<file path="src/rtl/bus_gnrtr_pkg.sv">
// Shared types and helpers for the bus generator / arbiter.
// Holds the destination-ID width rule, the broadcast code, the per-bus
// FSM state encoding and the packet destination-field extractor.
package bus_gnrtr_pkg;

    // Widest packet the field-extract helper handles.
    localparam int PKT_MAX_W = 64;

    typedef enum logic [1:0] {
        IDLE = 2'd0,
        POP  = 2'd1,
        PUSH = 2'd2
    } state_e;

    // Destination-ID width: enough codes for every driver plus broadcast.
    function automatic int id_w(input int n_drvrs);
        return $clog2(n_drvrs + 1);
    endfunction

    // Broadcast code is the all-ones ID of the given width.
    function automatic logic [31:0] bcast_id(input int w);
        return (32'd1 << w) - 32'd1;
    endfunction

    // Destination field lives in the top w bits of a pkt_w-bit packet.
    function automatic logic [PKT_MAX_W-1:0] pkt_dest(
        input logic [PKT_MAX_W-1:0] pkt,
        input int                   pkt_w,
        input int                   w
    );
        logic [PKT_MAX_W-1:0] mask;
        mask = (PKT_MAX_W'(1) << w) - PKT_MAX_W'(1);
        return (pkt >> (pkt_w - w)) & mask;
    endfunction

endpackage

</file>
<file path="src/rtl/bus_rr_arbiter.sv">
// One bus worth of arbitration: round-robin pick of a pending driver,
// pop its head packet, then push it to the destination lane(s).
// Optional macro BCAST_LOOPBACK_EN: broadcast also returns to the source.
module bus_rr_arbiter
    import bus_gnrtr_pkg::*;
#(
    parameter int DRVRS = 4,
    parameter int PKT_W = 16
) (
    input  logic                         clk_i,
    input  logic                         rst_i,
    input  logic [DRVRS-1:0]             pndng_i,
    input  logic [DRVRS-1:0][PKT_W-1:0]  d_pop_i,
    output logic [DRVRS-1:0]             pop_o,
    output logic [DRVRS-1:0]             push_o,
    output logic [DRVRS-1:0][PKT_W-1:0]  d_push_o
);

    localparam int                PW    = (DRVRS > 1) ? $clog2(DRVRS) : 1;
    localparam int                ID_W  = id_w(DRVRS);
    localparam logic [ID_W-1:0]   BCAST = ID_W'(bcast_id(ID_W));

    if (PKT_W < ID_W) begin : g_bad_cfg
        $error("bus_rr_arbiter: packet narrower than destination ID field");
    end

    state_e              state_q, state_d;
    logic [PW-1:0]       ptr_q,   ptr_d;
    logic [PW-1:0]       src_q,   src_d;
    logic [DRVRS-1:0]    pop_q,   pop_d;
    logic [DRVRS-1:0]    push_q,  push_d;
    logic [PKT_W-1:0]    pkt_q,   pkt_d;

    logic                sel_found;
    logic [PW-1:0]       sel_idx;
    logic [PW-1:0]       cand;
    int                  k;
    logic [PKT_W-1:0]    pkt_in;
    logic [ID_W-1:0]     dest;

    // State, pointer, capture and registered strobes.
    always_ff @(posedge clk_i or posedge rst_i) begin
        if (rst_i) begin
            state_q <= IDLE;
            ptr_q   <= '0;
            src_q   <= '0;
            pop_q   <= '0;
            push_q  <= '0;
            pkt_q   <= '0;
        end else begin
            state_q <= state_d;
            ptr_q   <= ptr_d;
            src_q   <= src_d;
            pop_q   <= pop_d;
            push_q  <= push_d;
            pkt_q   <= pkt_d;
        end
    end

    // Round-robin search: first pending index at or after the pointer.
    always_comb begin
        sel_found = 1'b0;
        sel_idx   = '0;
        cand      = '0;
        k         = 0;
        for (int i = 0; i < DRVRS; i++) begin
            k = int'(ptr_q) + i;
            if (k >= DRVRS) k = k - DRVRS;
            cand = PW'(k);
            if (!sel_found && pndng_i[cand]) begin
                sel_found = 1'b1;
                sel_idx   = cand;
            end
        end
    end

    // Head packet of the granted source and its destination field.
    always_comb begin
        pkt_in = d_pop_i[src_q];
        dest   = ID_W'(pkt_dest(PKT_MAX_W'(pkt_in), PKT_W, ID_W));
    end

    // Next-state and strobe generation; strobes default low so each lasts one cycle.
    always_comb begin
        state_d = state_q;
        ptr_d   = ptr_q;
        src_d   = src_q;
        pop_d   = '0;
        push_d  = '0;
        pkt_d   = pkt_q;
        case (state_q)
            IDLE: begin
                if (sel_found) begin
                    src_d          = sel_idx;
                    pop_d[sel_idx] = 1'b1;
                    state_d        = POP;
                end
            end
            POP: begin
                // Capture happens regardless of pndng; the source owns that risk.
                pkt_d = pkt_in;
                if (dest == BCAST) begin
`ifdef BCAST_LOOPBACK_EN
                    push_d = '1;
`else
                    for (int i = 0; i < DRVRS; i++) begin
                        if (PW'(i) != src_q) push_d[i] = 1'b1;
                    end
`endif
                end else begin
                    // Unmatched IDs leave push_d clear: packet dropped.
                    for (int i = 0; i < DRVRS; i++) begin
                        if (ID_W'(i) == dest) push_d[i] = 1'b1;
                    end
                end
                state_d = PUSH;
            end
            PUSH: begin
                if (src_q == PW'(DRVRS - 1)) ptr_d = '0;
                else                         ptr_d = src_q + 1'b1;
                state_d = IDLE;
            end
            default: state_d = IDLE;
        endcase
    end

    assign pop_o    = pop_q;
    assign push_o   = push_q;
    assign d_push_o = {DRVRS{pkt_q}};

endmodule

</file>
<file path="src/rtl/bus_gnrtr_n_arbiter.sv">
// Shared-bus generator and arbiter: `bits` independent buses, each with
// its own round-robin arbiter between `drvrs` driver FIFOs.
// Optional macro BCAST_LOOPBACK_EN (handled in bus_rr_arbiter).
module bus_gnrtr_n_arbiter
    import bus_gnrtr_pkg::*;
#(
    parameter int bits    = 1,
    parameter int drvrs   = 4,
    parameter int pckg_sz = 16
) (
    input  logic                                   clk,
    input  logic                                   reset,
    input  logic [bits-1:0][drvrs-1:0]             pndng,
    input  logic [bits-1:0][drvrs-1:0][pckg_sz-1:0] D_pop,
    output logic [bits-1:0][drvrs-1:0]             pop,
    output logic [bits-1:0][drvrs-1:0]             push,
    output logic [bits-1:0][drvrs-1:0][pckg_sz-1:0] D_push
);

    for (genvar b = 0; b < bits; b++) begin : g_bus
        bus_rr_arbiter #(
            .DRVRS (drvrs),
            .PKT_W (pckg_sz)
        ) u_arb (
            .clk_i    (clk),
            .rst_i    (reset),
            .pndng_i  (pndng[b]),
            .d_pop_i  (D_pop[b]),
            .pop_o    (pop[b]),
            .push_o   (push[b]),
            .d_push_o (D_push[b])
        );
    end

endmodule

</file>
<file path="config.mk">
export PLATFORM = sky130hd
export DESIGN_NAME = bus_gnrtr_n_arbiter
export DESIGN_NICKNAME = d
export VERILOG_FILES = /design/src/rtl/bus_gnrtr_pkg.sv /design/src/rtl/bus_rr_arbiter.sv /design/src/rtl/bus_gnrtr_n_arbiter.sv
export SDC_FILE = /design/constraint.sdc
export NUM_CORES = 1
export LEC_CHECK = 0
export CAP_MARGIN = 5
export CORE_MARGIN = 5
export CORE_UTILIZATION = 38
export CTS_CLUSTER_DIAMETER = 100
export CTS_CLUSTER_SIZE = 8
export DETAILED_ROUTE_END_ITERATION = 6
export GPL_ROUTABILITY_DRIVEN = 1
export PLACE_DENSITY = 0.86
export SLEW_MARGIN = 30
export SYNTH_ARGS = -nofsm -noshare
export SYNTH_HDL_FRONTEND = slang
export SYNTH_SLANG_ARGS = --single-unit
</file>
<file path="constraint.sdc">
create_clock -name clk -period 5.1 [get_ports clk]
set_input_delay 1.02 -clock clk [delete_from_list [all_inputs] [get_ports clk]]
set_output_delay 1.02 -clock clk [all_outputs]
set_load 0.1 [all_outputs]
</file>
* Word level (Yosys, flattened, before mapping) *
Index checks and enable logic that the tools add are counted.

cells by class
  $add $sub $neg = 8
  multiply operators = 0
  divide/modulo/power cells = 0
  magnitude comparators = 11
  equality and inequality tests = 11
  shift-type cells = 0
  mux-type cells = 39
  bitwise logic cells = 0
  reductions and logical operators = 11

operators by type and width
  cell                                                                          number
  16-bit binary-select mux with 2-bit select                                    1
  2-bit two-way mux                                                             10
  2-bit by 3-bit less-than comparator with 1-bit output, second input constant  6
  1-bit two-way mux                                                             17
  16-bit two-way mux                                                            1
  4-bit two-way mux                                                             4
  3-bit >= comparator, second input constant                                    3
  1-bit binary-select mux with 2-bit select                                     4
  2-bit by 1-bit subtractor with 2-bit output, second input constant            4
  2-bit by 2-bit adder with 3-bit output, second input constant                 2
  2-bit by 3-bit equality test with 1-bit output, first input constant          2
  2-bit equality test, second input constant                                    2
  1-bit logical AND                                                             4
  2-bit inequality test, first input constant                                   2
  2-bit one-hot mux with 2 select lines                                         1
  2-bit by 1-bit adder with 3-bit output, second input constant                 1
  1-bit by 3-bit equality test with 1-bit output, first input constant          1
  3-bit equality test, second input constant                                    1
  2-bit by 3-bit >= comparator with 1-bit output, second input constant         1
  1-bit logical NOT                                                             3
  3-bit logical NOT                                                             1
  2-bit by 1-bit adder with 2-bit output, second input constant                 1
  1-bit demux with 2-bit select                                                 1
  2-bit by 1-bit equality test with 1-bit output, second input constant         1
  6 further kinds                                                               6

word-level totals
  flip-flop bits (word level) = 30
  bits in latches = 0
  RAM bits = 0
  ROM bits = 0
  input port bits = 70
  output and inout bits = 72
  word-level logic and storage cells = 86
  memories kept = 0

* Logic depth before layout (Yosys ltp) *
  word-level depth = 20
  mapped depth = 6
  depth with buffers taken out = 5

* Worst setup path after synthesis *
OpenSTA, ideal clock, no wires.

  kind = reg2out
  start = register g_bus[0].u_arb.pkt_q[14]
  end = output port D_push[30] in the netlist's numbering
  arrival time = 1.373 ns
  setup slack = 2.707 ns
  cell stages (with the launch flop) = 2
  path buffers = 1
  cells stage by stage = dfrtp_1 -> buf_4

RTL lines
  element                 RTL line                   source
  from (decl)             bus_rr_arbiter.sv:32       logic [PKT_W-1:0] pkt_q, pkt_d;
  from (signal assigned)  bus_rr_arbiter.sv:56       pkt_q <= pkt_d;
  to (decl)               bus_gnrtr_n_arbiter.sv:17  output logic [bits-1:0][drvrs-1:0][pckg_sz-1:0] D_push

No word-level cell between the ends.

* Final worst setup path *
  start = register g_bus[0].u_arb.pkt_q[10]
  end = output port D_push[58] in the netlist's numbering

No word-level cell between the ends.

==> impl_metrics.ini <==
[run_status]
status = complete, no violations

[layout]
layout-drive-gt1-share = 0.0928
final_cells = 361
areaGrowthSynthToFinish_pct = 58.7
final_common_cell = clkdlybuf4s50_1
final_cell_mix = clkdlybuf4s50_1 (141), nand2_1 (48), dfrtp_1 (29)
fillCellCount = 449
nets = 364
diodes = 0

[synthesis]
synth_seq_cells = 30
synth_area_per_cell_um2 = 10.3
ys.warnings.count = 0
yosysSeqAreaShare = 0.371
synth.distinct_cells = 33
syn_area_um2 = 2020
synth_fp_nets = 271
synthCells = 197

[sta]
period_needed_ns = 2.90
worst_pin_slew_ns = 1.00
slew_headroom = 0.331
worst_clock_skew_ns = 0.00387
fin_ws_ns = 2.20
finalHoldViolations = 0
slew_viol_final = 0
fin_crit_sh = 0.568
tns_ns = 0
finalSetupViolCount = 0
max_freq_ghz = 0.345
rsz0062_at_grt = false

[drt]
drt_iter0_drc = 42
routed_wirelength_mm = 5.84
dr.pass1.iters = 4
vias_per_cell = 4.65
wire_per_inst_um = 16.2
ant_nets = 0
num_vias = 1677
drc = 0

[die]
dieArea_um2 = 6890
fp.dieH_um = 83.0
io-pin-count = 142
rows = 26
start_util = 0.394
die_x_um = 83.0
core_um2 = 5140

[setup_path]
rr_endpoint = g_bus[0].u_arb.push_o[3]
reg2reg_slack_ns = 2.98
startpoint_type = flip-flop
cp_top_family = buffers and inverters
worstPathArrival_ns = 1.88
reg2reg_depth = 4
crit_fanout = 5
crit_type = reg2out
cp.required_ns = 4.08
end_kind = output port
reg2reg_from = g_bus[0].u_arb.state_q[1]
worst-path-buf-inv = 1
slowest_delay_ns = 1.18
crit_chain = clkdlybuf4s50_1
slowest_stage = clkdlybuf4s50_1

[cts]
clkTransAtPathRegs_ns = 0.06
hold_buffers = 0
cts_buffers = 5
htree_levels = 2
clockBufferDepth = 2
insertion_delay_ns = 0.28
cts_root_buf = clkbuf_8
cts_sinks = 30
cts_setup_buffers = 0
cts_tree = built
cts_resized = 0

[global_route]
grt_usage = 0.169
antenna_found_initial = 0
grt_pass1_vias = 1736
globalRouteOverflowTotal = 0
grt_start_max_net_pins = 31
grt_pass1_wl_mm = 9.21

[placed_design]
gp_congestion = 0.781
portBuffers = 141
dp_slack_ns = 2.49
place_hpwl_mm = 4.83
dp_cells = 353

[worst_hold_path]
min_from = g_bus[0].u_arb.ptr_q[0]
worst_hold_path.endpoint = g_bus[0].u_arb.ptr_q[0]
hold-path-cell-count = 2
hp-class = reg2reg

[job]
cap_violations = 0
cell type report:
type                       instances  area, µm²  area share
clock inverter                     1       5.00     0.00156
clock buffer                       7       86.3      0.0269
inverter                           7       26.3     0.00818
tap                               70       87.6      0.0273
timing repair buffer             141       1410       0.439
multi-input combinational        105        845       0.263
sequential                        30        752       0.234
cells in the mapped netlist (all sizes together):
| master | number | area, µm² |
|---|---|---|
| a21oi | 4 | 23.8 |
| ha | 4 | 50.1 |
| nor2 | 7 | 26.3 |
| nand2b | 3 | 18.8 |
| mux2i | 3 | 30.0 |
| o22a | 1 | 8.76 |
| nand3 | 1 | 5.00 |
| nand2 | 48 | 180 |
| mux4 | 15 | 349 |
| a211oi | 1 | 7.51 |
| dfrtp | 30 | 751 |
| o22ai | 1 | 6.26 |
| o21a | 2 | 15.0 |
| clkbuf | 2 | 7.51 |
| inv | 7 | 26.3 |
| o21ai | 2 | 10.0 |
| or3 | 2 | 17.5 |
| o41ai | 1 | 8.76 |
| buf | 53 | 395 |
| nor4 | 2 | 18.8 |
| mux2 | 2 | 26.3 |
| o31ai | 2 | 15.0 |
| and2 | 2 | 12.5 |
| a21o | 2 | 15.0 |
through the flow:
stage                     area [µm²]  utilization  hold WS (ns)
final                           3210        0.625         0.526
after global routing            3210        0.625         0.556
after CTS                       3210        0.625         0.528
after detailed placement        3120        0.607         0.511
after global placement          3120        0.607         0.504
after floorplan                 2020            -         0.471
flip-flops by register name, summed over array words and instances (netlist names):
| signal | cells |
|---|---|
| g_bus.u_arb.state_q | 2 |
| g_bus.u_arb.ptr_q | 2 |
| g_bus.u_arb.pop_o | 4 |
| g_bus.u_arb.pkt_q | 16 |
| g_bus.u_arb.src_q | 2 |
| g_bus.u_arb.push_o | 4 |
how the worst max path moves through the flow:
| stage | start | endpoint | slack [ns] | depth (start not counted) |
|---|---|---|---|---|
| detailed placement | g_bus[0].u_arb.pkt_q[10] | D_push[58] | 2.49 | 1 |
| CTS | g_bus[0].u_arb.pkt_q[13] | D_push[13] | 2.18 | 1 |
| finish | g_bus[0].u_arb.pkt_q[10] | D_push[58] | 2.20 | 1 |
| floorplan | g_bus[0].u_arb.pkt_q[14] | D_push[30] | 2.71 | 1 |
| global route | g_bus[0].u_arb.pkt_q[9] | D_push[9] | 2.14 | 1 |
| global placement | g_bus[0].u_arb.pkt_q[13] | D_push[13] | 2.52 | 1 |
layer usage:
metal	up-vias	routed length, µm	global-route usage
li1	802	-	-
met1	804	2100	0.172
met2	62	3310	0.324
met3	9	310	0.0396
met4	0	117	0.0698
met5	-	0	0
tightest hold or removal path, stage by stage (launching register included):
cell	delay (ns)
dfrtp_1	0.38
nand2_1	0.06
o31ai_1	0.05
cells by family after synthesis:
| logic type | share of synthesized area |
|---|---|
| simple gates | 0.138 |
| buf+inv | 0.212 |
| flops | 0.371 |
| mux | 0.200 |
| compound gates | 0.0544 |
| fa+ha+maj | 0.0247 |
Power is not shown: default switching activity piles up to over one toggle a cycle in this logic, so the estimate is an artifact.
